`src/rtl/async_fifo_pkg.sv`:
```
// Shared types, default parameters and Gray-code helpers for the async FIFO.
package async_fifo_pkg;

  localparam int unsigned DEF_ADDR_W     = 4;
  localparam int unsigned DEF_SYNC_FLOPS = 2;

  // Widest pointer the helpers handle; narrower pointers are zero-extended.
  localparam int unsigned PTR_MAX_W = 16;

  typedef logic [PTR_MAX_W-1:0] ptr_t;

  // Binary to Gray; zero-extended upper bits stay zero.
  function automatic ptr_t bin2gray(input ptr_t b);
    return b ^ (b >> 1);
  endfunction

  // Gray to binary; zero-extended upper bits do not disturb the result.
  function automatic ptr_t gray2bin(input ptr_t g);
    ptr_t b;
    b[PTR_MAX_W-1] = g[PTR_MAX_W-1];
    for (int i = int'(PTR_MAX_W) - 2; i >= 0; i--) begin
      b[i] = b[i+1] ^ g[i];
    end
    return b;
  endfunction

endpackage

```
`src/rtl/async_fifo_flop_sync.sv`:
```
// Single-bit multi-flop synchronizer into the clk domain.
module async_fifo_flop_sync #(
  parameter int unsigned FLOP_CNT = 2
) (
  input  logic clk,
  input  logic reset_n,
  input  logic d,
  output logic q
);

  logic [FLOP_CNT-1:0] sync_q;

  // Shift the asynchronous input through FLOP_CNT flops.
  always_ff @(posedge clk or negedge reset_n) begin
    if (!reset_n) begin
      sync_q <= '0;
    end else begin
      sync_q <= {sync_q[FLOP_CNT-2:0], d};
    end
  end

  assign q = sync_q[FLOP_CNT-1];

endmodule

```
`src/rtl/async_fifo_wr_ctrl.sv`:
```
// Write-side pointer controller of the async FIFO (write clock domain only).
// Optional overflow checker: define ASYNC_FIFO_WR_OVERFLOW_CHK_EN.
module async_fifo_wr_ctrl
  import async_fifo_pkg::*;
#(
  parameter int unsigned ADDR_W     = DEF_ADDR_W,
  parameter int unsigned SYNC_FLOPS = DEF_SYNC_FLOPS,
  parameter int unsigned AFULL_LVL  = 12
) (
  input  logic              clk,
  input  logic              reset_n,
  input  logic              wr_en,
  input  logic [ADDR_W:0]   rd_gray_ptr,
  output logic              mem_we,
  output logic [ADDR_W-1:0] mem_waddr,
  output logic [ADDR_W:0]   wr_gray_ptr,
  output logic              full,
  output logic              almost_full,
  output logic [ADDR_W:0]   wr_level,
  output logic              overflow_err
);

  localparam int unsigned PTR_W = ADDR_W + 1;
  // Full when the write Gray pointer equals the read one with its two MSBs inverted.
  localparam logic [PTR_W-1:0] FULL_MASK = PTR_W'(3) << (ADDR_W - 1);

  logic [PTR_W-1:0] wbin;
  logic [PTR_W-1:0] wbin_next;
  logic [PTR_W-1:0] wgray_next;
  logic [PTR_W-1:0] rq;
  logic [PTR_W-1:0] rbin_s;
  logic [PTR_W-1:0] level_next;
  logic             accept_c;
  logic             full_next;
  logic             afull_next;

`ifdef ASSERT_ON
  if (!((SYNC_FLOPS == 2) || (SYNC_FLOPS == 3))) begin : g_bad_sync_flops
    $fatal(1, "async_fifo_wr_ctrl: SYNC_FLOPS must be 2 or 3");
  end
  if (!((AFULL_LVL >= 1) && (AFULL_LVL <= (1 << ADDR_W)))) begin : g_bad_afull_lvl
    $fatal(1, "async_fifo_wr_ctrl: AFULL_LVL out of range");
  end
`endif

  // Bring each read Gray pointer bit into the write domain.
  for (genvar i = 0; i < int'(PTR_W); i++) begin : g_rd_sync
    async_fifo_flop_sync #(
      .FLOP_CNT (SYNC_FLOPS)
    ) u_sync (
      .clk     (clk),
      .reset_n (reset_n),
      .d       (rd_gray_ptr[i]),
      .q       (rq[i])
    );
  end

  // Next pointer and flag/level evaluation against the synchronized read pointer.
  always_comb begin
    accept_c   = wr_en & ~full & reset_n;
    wbin_next  = wbin;
    if (accept_c) begin
      wbin_next = wbin + PTR_W'(1);
    end
    wgray_next = PTR_W'(bin2gray(PTR_MAX_W'(wbin_next)));
    rbin_s     = PTR_W'(gray2bin(PTR_MAX_W'(rq)));
    full_next  = (wgray_next == (rq ^ FULL_MASK));
    level_next = wbin_next - rbin_s;
    afull_next = (level_next >= PTR_W'(AFULL_LVL));
  end

  // Pointer, flag and level registers.
  always_ff @(posedge clk or negedge reset_n) begin
    if (!reset_n) begin
      wbin        <= '0;
      wr_gray_ptr <= '0;
      full        <= 1'b0;
      almost_full <= 1'b0;
      wr_level    <= '0;
    end else begin
      wbin        <= wbin_next;
      wr_gray_ptr <= wgray_next;
      full        <= full_next;
      almost_full <= afull_next;
      wr_level    <= level_next;
    end
  end

  assign mem_we    = accept_c;
  assign mem_waddr = wbin[ADDR_W-1:0];

`ifdef ASYNC_FIFO_WR_OVERFLOW_CHK_EN
  // Sticky record of any write attempted while full.
  always_ff @(posedge clk or negedge reset_n) begin
    if (!reset_n) begin
      overflow_err <= 1'b0;
    end else if (wr_en & full) begin
      overflow_err <= 1'b1;
    end
  end

`ifdef ASSERT_ON
  // Flag upstream logic that ignores full.
  always @(posedge clk) begin
    if (reset_n) begin
      assert (!(wr_en && full))
        else $error("async_fifo_wr_ctrl: write attempted while full");
    end
  end
`endif
`else
  assign overflow_err = 1'b0;
`endif

endmodule

```
`config.mk`:
```
export PLATFORM = sky130hd
export DESIGN_NAME = async_fifo_wr_ctrl
export DESIGN_NICKNAME = d
export VERILOG_FILES = /design/src/rtl/async_fifo_pkg.sv /design/src/rtl/async_fifo_flop_sync.sv /design/src/rtl/async_fifo_wr_ctrl.sv
export SDC_FILE = /design/constraint.sdc
export NUM_CORES = 1
export LEC_CHECK = 0
export BUFFER_PORTS_ARGS = -buffer_cell sky130_fd_sc_hd__buf_2
export CAP_MARGIN = 40
export CORE_MARGIN = 5
export CORE_UTILIZATION = 35
export CTS_BUF_LIST = sky130_fd_sc_hd__clkbuf_2 sky130_fd_sc_hd__clkbuf_4 sky130_fd_sc_hd__clkbuf_8
export CTS_CLUSTER_SIZE = 25
export DETAILED_ROUTE_END_ITERATION = 6
export PLACE_DENSITY = 0.57
export SYNTH_ARGS = -nofsm -noshare
export SYNTH_HDL_FRONTEND = slang
export SYNTH_SLANG_ARGS = --single-unit
```
`constraint.sdc`:
```
create_clock -name clk -period 3.3 [get_ports clk]
set_input_delay 0.66 -clock clk [delete_from_list [all_inputs] [get_ports clk]]
set_output_delay 0.66 -clock clk [all_outputs]
set_load 0.01 [all_outputs]
```
==> results of run 1 <==
[metal layers]
metal | wire length [um] | vias up
met5 | 0 | -
met4 | 33 | 0
met3 | 124 | 5
met2 | 886 | 22
met1 | 915 | 339
li1 | - | 341
[synthesized netlist by cell type]
library cell / count
o21ai_0: 1
clkbuf_2: 1
xnor2_1: 14
nand4_4: 1
nand3b_1: 1
dfrtp_1: 26
or3b_1: 1
a21o_1: 3
inv_1: 6
nand2_1: 6
clkbuf_1: 1
fa_1: 1
conb_1: 1
nor2_1: 2
xnor3_1: 1
nand3_1: 1
xor2_2: 1
a2111oi_2: 1
ha_1: 5
mux2i_1: 1
inv_6: 1
xor2_1: 8
nand3b_4: 1
a21oi_1: 5
buf_4: 1
[final cells by class]
cell class | count | area share [%]
clock buffers | 3 | 1.63
inverters | 7 | 2.27
multi-input cells | 55 | 35.4
flip-flops and latches | 26 | 47.2
well taps | 46 | 4.18
repair buffers | 25 | 9.26
[state kept, by name, summed over array words and instances (netlist names)]
register                 cells
full                         1
g_rd_sync.u_sync.sync_q     10
almost_full                  1
wbin                         5
wr_gray_ptr                  4
wr_level                     5
[worst max path at each step]
stage / startpoint / end / slack (ns)
global route: g_rd_sync[4].u_sync.sync_q[1] / almost_full / 0.003
floorplan: g_rd_sync[4].u_sync.sync_q[1] / almost_full / 0.53
finish: g_rd_sync[4].u_sync.sync_q[1] / almost_full / 0.31
global placement: g_rd_sync[4].u_sync.sync_q[1] / almost_full / 0.35
CTS: g_rd_sync[4].u_sync.sync_q[1] / almost_full / 0.27
detailed placement: g_rd_sync[4].u_sync.sync_q[1] / almost_full / 0.33
[power breakdown]
group	internal (uW)	switching, uW	total, uW
Combinational	306	340	646
Sequential	425	76.2	501
Clock	42.7	89.9	133
Total	774	506	1280
[worst max-delay path, delay by kind of cell (launching register included)]
family,cells,cell delay (ns)
DFF,1,0.45
adders and majority gates,2,0.55
buffers and inverters,1,0.06
AOI/OAI and AO/OA,3,0.52
xor gates and xnor gates,6,1.31
[metrics by stage]
stage          setup WS (ns)  cell area, um^2  cells  hold slack [ns]
2_1_floorplan          0.527             1190     91            0.331
3_5_place_dp           0.329             1360    159            0.335
3_3_place_gp           0.354             1360    159            0.332
4_1_cts                0.271             1380    162            0.365
6_report               0.311             1380    162            0.364
5_1_grt              0.00318             1380    162            0.379
[cell families after synthesis]
kind of cell / share of synthesized area (%)
AO/OA/AOI/OAI: 5.69
adder cells (fa/ha/maj): 6.96
buffers and inverters: 4.01
multiplexers: 0.844
other: 0.316
XOR/XNOR: 19.5
AND/OR/NAND/NOR: 7.81
flip-flops: 54.9
==> metrics.md, run 1 <==
| Metric | Value |
|---|---|
| Core Footprint | 3310 um^2 |
| Share of layout cells above drive strength 1 | 28.4% |
| Worst Hold Endpoint | g_rd_sync[4].u_sync.sync_q[1] |
| Post-Route Skew | 0.00671 ns |
| Number of sinks driven by the clock tree | 26 |
| Met3 global-route usage | between 2 and 3% |
| TritonCTS clock tree | built |
| Fin crit share | 90.6% |
| Total routed wirelength | roughly 2.0 mm |
| Area of the mapped netlist | 1190 um^2 |
| Port-buffer cells | 24 |
| Worst-skew pair later-pin latency | 0.31 ns |
| Final critical path time including I/O delays and setup | 2.99 ns |
| Fillers | 340 |
| Post-CTS Repair Setup Buffers | 0 |
| Worst IR Drop VDD | 0.450 mV |
| Most used cells in the layout excluding fill and tap cells | dfrtp_1 (26), buf_2 (24), xnor2_1 (14), xor2_1 (8) |
| Initial antenna violation count | 0 |
| Yosys warnings | 0 |
| I/O pins | 26 |
| Largest net degree at the start of global routing | 27 |
| Sequential element share of the synthesized area | 54.9% |
| Final Core Density | 41.6% |
| GRT Residual Overflow | 0 |
| Critical path class | register to register |
| DRC violation total after the first TritonRoute iteration | 45 |
| Beginning of the worst hold path | g_rd_sync[4].u_sync.sync_q[0] |
| Number of instances in the synthesized netlist | 91 |
| Setup violators final | 0 |
| Avg Cell Area, Syn | ~13 um^2 |
| Most crowded layer after global routing | met2 |
| First-pass GRT wire length | 3.46 mm |
| Worst Setup End Kind | register |
| Number of global-route vias before repair | 737 |
| Wire length per cell after detailed routing | 12.1 um |
| Total power draw | 1280 uW |
| Required time of the worst setup path | around 3.5 ns |
| Worst min-delay path category | register to register |
| Most common cell after layout, fill and taps aside | dfrtp_1 |
| Worst endpoint data arrival time | roughly 3.2 ns |
| Buffer depth of the longest clock path | 2 |
| Critical Path Start Type | register |
| Max Transition Viols Final | 0 |
| Die H | 68.2 um |
| Grt met2 use | 15.3% |
| Number of iterations in the first detailed-routing pass | 2 |
| Post-cts resize count | 0 |
| Site row count | 21 |
| Overall routing resource usage | around a tenth |
| Antenna fix cells | 0 |
| # H-tree levels | 1 |
| Post-layout nets | 132 |
| Max Fclk | 0.335 GHz |
| Gpl congestion | around 0.75 |
| Final HPWL from detailed placement | 1.47 mm |
| Start of the worst register-to-register path | g_rd_sync[4].u_sync.sync_q[1] |
| Unrepaired setup endpoints after global routing | false |
| Area Overhead vs Synth | 16.1% |
| Starting density of the core | 35.8% |
| Synthesis-stage register bit count | 26 |
| Via count | 707 |
| Area of the multi-input gates | 488 um^2 |
| Delay of the slowest cell on the worst path | 0.45 ns |
| Post-DR vias/cell | 4.36 |
| Area share of the leading cell type in the synthesized netlist | about 55% |
| Ordered list of cells on the worst path | xnor2_1 > xor2_1 > xor2_1 > xnor2_1 > ha_1 > inv_1 > fa_1 > a21o_1 > a21oi_1 > xor2_1 > xnor2_1 > a21o_1 |
| Number of nets in the synthesized netlist | 105 |
| Cell leakage power | 0.000673 uW |
| Maxcap violations | 0 |
| Sum of negative setup slack | 0 ns |
| Worst hold path cell count | 0 |
| Count of cells along the worst register-to-register path | 12 |
| PD cells | about 930 nW/um^2 |
| Area of the die | 4650 um^2 |
| CTS Buf Count | 3 |
| Critical path's slowest cell | dfrtp_1 |
| Largest fanout on the critical path | 4 |
| Clock tree root buffer cell | clkbuf_4 |
| Capture point of the worst reg-to-reg path | almost_full |
| Remaining routing DRC violations | 0 |
| Worst-path clk slew | 0.13 ns |
| Number of nets still failing antenna checks after routing | 0 |
| Fin. Hold Viols | 0 |
| M1 GR Usage | 13.5% |
| Die extent in x | approximately 68 um |
| Result of the run | completed |
| Area taken by flip-flops and latches | 651 um^2 |
| Largest area contributor in the synthesized netlist | dfrtp_1 |
| Reg2Reg Setup Slack | 0.31 ns |
| Number of hold buffers added after cts | 0 |
| Biggest area contributors in the synthesized netlist | dfrtp_1 (55%), xnor2_1 (10%), xor2_1 (5.9%), ha_1 (5.3%), a21oi_1 (2.1%) |
| Post-synth cell types | 25 |
(Power assumes the default switching activity.)
==> run 2: changes to the inputs <==
--- a/config.mk
+++ b/config.mk
@@ -7,6 +7,7 @@
 export LEC_CHECK = 0
 export BUFFER_PORTS_ARGS = -buffer_cell sky130_fd_sc_hd__buf_2
 export CAP_MARGIN = 40
+export CORE_ASPECT_RATIO = 1.4
 export CORE_MARGIN = 5
 export CORE_UTILIZATION = 35
 export CTS_BUF_LIST = sky130_fd_sc_hd__clkbuf_2 sky130_fd_sc_hd__clkbuf_4 sky130_fd_sc_hd__clkbuf_8
==> run 2 against run 1 <==
  * Cell count shrank 2.5%
  * Routed wire length grew 4.2%
  * Count of clock-buffer cells in the layout unchanged
  * Critical path depth up 1
  * Global-route usage is 0.092 points higher
  * Critical path type unchanged
  * Largest power group unchanged
==> metrics.md, run 2 (synthesis results as in run 1) <==
| Metric | Value |
|---|---|
| Overall routing resource usage | 10.2% (+0.092 points) |
| Initial antenna violation count | 0 (unchanged) |
| Post-Route Skew | 0.00831 ns (+0.00160 ns) |
| Max Transition Viols Final | 0 (unchanged) |
| Worst hold path cell count | 0 (unchanged) |
| Number of sinks driven by the clock tree | 26 (unchanged) |
| Post-DR vias/cell | 4.41 (+0.94%) |
| Beginning of the worst hold path | g_rd_sync[1].u_sync.sync_q[0] |
| Maxcap violations | 0 (unchanged) |
| First-pass GRT wire length | 3.57 mm (+3.4%) |
| Critical Path Start Type | register |
| Worst Setup End Kind | register |
| Gpl congestion | 0.726 (-3.7%) |
| Post-layout nets | 133 (+0.76%) |
| Total routed wirelength | 2.04 mm (+4.2%) |
| Reg2Reg Setup Slack | 0.26 ns (-0.05 ns) |
| Count of cells along the worst register-to-register path | 13 (+1) |
| Setup violators final | 0 (unchanged) |
| Max Fclk | 0.329 GHz (-1.6%) |
| Number of hold buffers added after cts | 0 (unchanged) |
| Port-buffer cells | 24 (unchanged) |
| Core Footprint | 3320 um^2 (+0.15%) |
| Share of layout cells above drive strength 1 | 30.5% (+2.1 points) |
| PD cells | 995 nW/um^2 (+7.1%) |
| Ordered list of cells on the worst path | xnor2_1 > xor2_1 > buf_4 > xor2_2 > xnor2_1 > ha_1 > inv_1 > fa_1 > a21o_1 > a21oi_1 > xor2_1 > xnor2_1 > a21o_1 |
| Worst IR Drop VDD | 0.534 mV (+19%) |
| Unrepaired setup endpoints after global routing | false |
| Critical path class | register to register |
| Delay of the slowest cell on the worst path | 0.43 ns (-0.02 ns) |
| Area of the die | 4670 um^2 (+0.35%) |
| Result of the run | completed |
| Max FFs per register | 10 (unchanged) |
| Antenna fix cells | 0 (unchanged) |
| # H-tree levels | 1 (unchanged) |
| Largest fanout on the critical path | 4 (unchanged) |
| Most common cell after layout, fill and taps aside | dfrtp_1 |
| Worst min-delay path category | register to register |
| GRT Residual Overflow | 0 (unchanged) |
| Cell leakage power | 0.000701 uW (+4.2%) |
| Area Overhead vs Synth | 20.9% |
| Fin crit share | 92.0% (+1.5 points) |
| DRC violation total after the first TritonRoute iteration | 17 (-62%) |
| TritonCTS clock tree | built |
| Starting density of the core | 35.8% (-0.054 points) |
| CTS Buf Count | 3 (unchanged) |
| Register bank with the most flops | g_rd_sync.u_sync.sync_q |
| Final HPWL from detailed placement | 1.57 mm (+6.5%) |
| Biggest registers after layout | g_rd_sync.u_sync.sync_q x10, wbin x5, wr_level x5 |
| Site row count | 25 (+19%) |
| Worst Hold Margin | 0.352 ns (-0.0119 ns) |
| Number of iterations in the first detailed-routing pass | 4 (+2) |
| Cell repeated most along the worst path | xnor2_1 |
| Sum of negative setup slack | 0 ns (unchanged) |
| Number of nets still failing antenna checks after routing | 0 (unchanged) |
| Required time of the worst setup path | 3.48 ns (-0.04 ns) |
| Worst endpoint data arrival time | 3.21 ns (about the same) |
| Capture point of the worst reg-to-reg path | almost_full |
| Place WS | 0.216 ns (-0.114 ns) |
| Most used cells in the layout excluding fill and tap cells | dfrtp_1 (26), buf_2 (24), xnor2_1 (14), xor2_1 (7) |
| Worst-path clk slew | 0.09 ns (-0.04 ns) |
| Cell family with the largest share of critical-path delay | XOR/XNOR gates |
| Worst Hold Endpoint | g_rd_sync[1].u_sync.sync_q[1] |
| Bufs and invs on worst path | 2 (+1) |
| Remaining routing DRC violations | 0 (unchanged) |
| Die extent in x | 59.2 um (-13%) |
| Final critical path time including I/O delays and setup | 3.04 ns (+0.0486 ns) |
| Fin. Hold Viols | 0 (unchanged) |
| Wire length per cell after detailed routing | 12.9 um (+6.9%) |
| Number of global-route vias before repair | 777 (+5.4%) |
| Via count | 696 (-1.6%) |
| Die H | 78.9 um (+16%) |
| Worst Setup Slack, final | 0.263 ns (-0.0486 ns) |
| Largest net degree at the start of global routing | 27 (unchanged) |
| Buffer depth of the longest clock path | 2 (unchanged) |
| Worst-skew pair later-pin latency | 0.28 ns (-0.03 ns) |
| Start of the worst register-to-register path | g_rd_sync[4].u_sync.sync_q[1] |
| Clock tree root buffer cell | clkbuf_8 |
| I/O pins | 26 (unchanged) |
| Critical path's slowest cell | dfrtp_1 |
==> run 2: cell type report <==
type	instances	area [um^2]
fill	346	1880
sequential	26	651
multi-input combinational	55	495
timing repair buffer	26	135
tap	40	50.0
clock buffer	3	41.3
inverter	7	31.3
clock inverter	1	30.0
==> run 2: stage by stage <==
step / utilization (%) / power [uW] / instance area [um^2] / std cells
3_3_place_gp: 40.6 / 1160 / 1350 / 153
2_1_floorplan: - / 987 / 1190 / 91
3_5_place_dp: 40.6 / 1170 / 1350 / 153
4_1_cts: 42.8 / 1450 / 1420 / 157
5_1_grt: 43.2 / 1550 / 1430 / 158
6_report: 43.2 / 1430 / 1430 / 158
==> run 2: report_power, final <==
group | internal, uW | switching, uW | leakage (uW) | total [uW]
sequential | 426 | 75.9 | 0.000309 | 502
clock | 162 | 99.3 | 0.0000357 | 262
combinational | 312 | 351 | 0.000356 | 663
==> run 2: worst max-delay path by stage <==
stage	from	end	slack [ns]	depth (start not counted)
2_1_floorplan	g_rd_sync[4].u_sync.sync_q[1]	almost_full	0.53	12
3_3_place_gp	g_rd_sync[4].u_sync.sync_q[1]	almost_full	0.34	12
5_1_grt	g_rd_sync[4].u_sync.sync_q[1]	almost_full	0.02	13
4_1_cts	g_rd_sync[4].u_sync.sync_q[1]	almost_full	0.13	12
3_5_place_dp	g_rd_sync[4].u_sync.sync_q[1]	almost_full	0.22	12
6_report	g_rd_sync[4].u_sync.sync_q[1]	almost_full	0.26	13
==> run 2: metal layers <==
metal | share of wire, % | GRT usage, % | vias to the layer above | wire, um
met3 | 5.7 | 2.11 | 5 | 117
met1 | 37 | 11.1 | 331 | 760
li1 | - | - | 340 | -
met4 | 2.8 | 6.12 | 0 | 58
met2 | 54 | 17.5 | 20 | 1110
met5 | 0 | 0 | - | 0
==> run 2: timing repair <==
item	in CTS	in global routing
buffers inserted	0	1
setup endpoints to repair	0	1
gates resized for setup	0	1
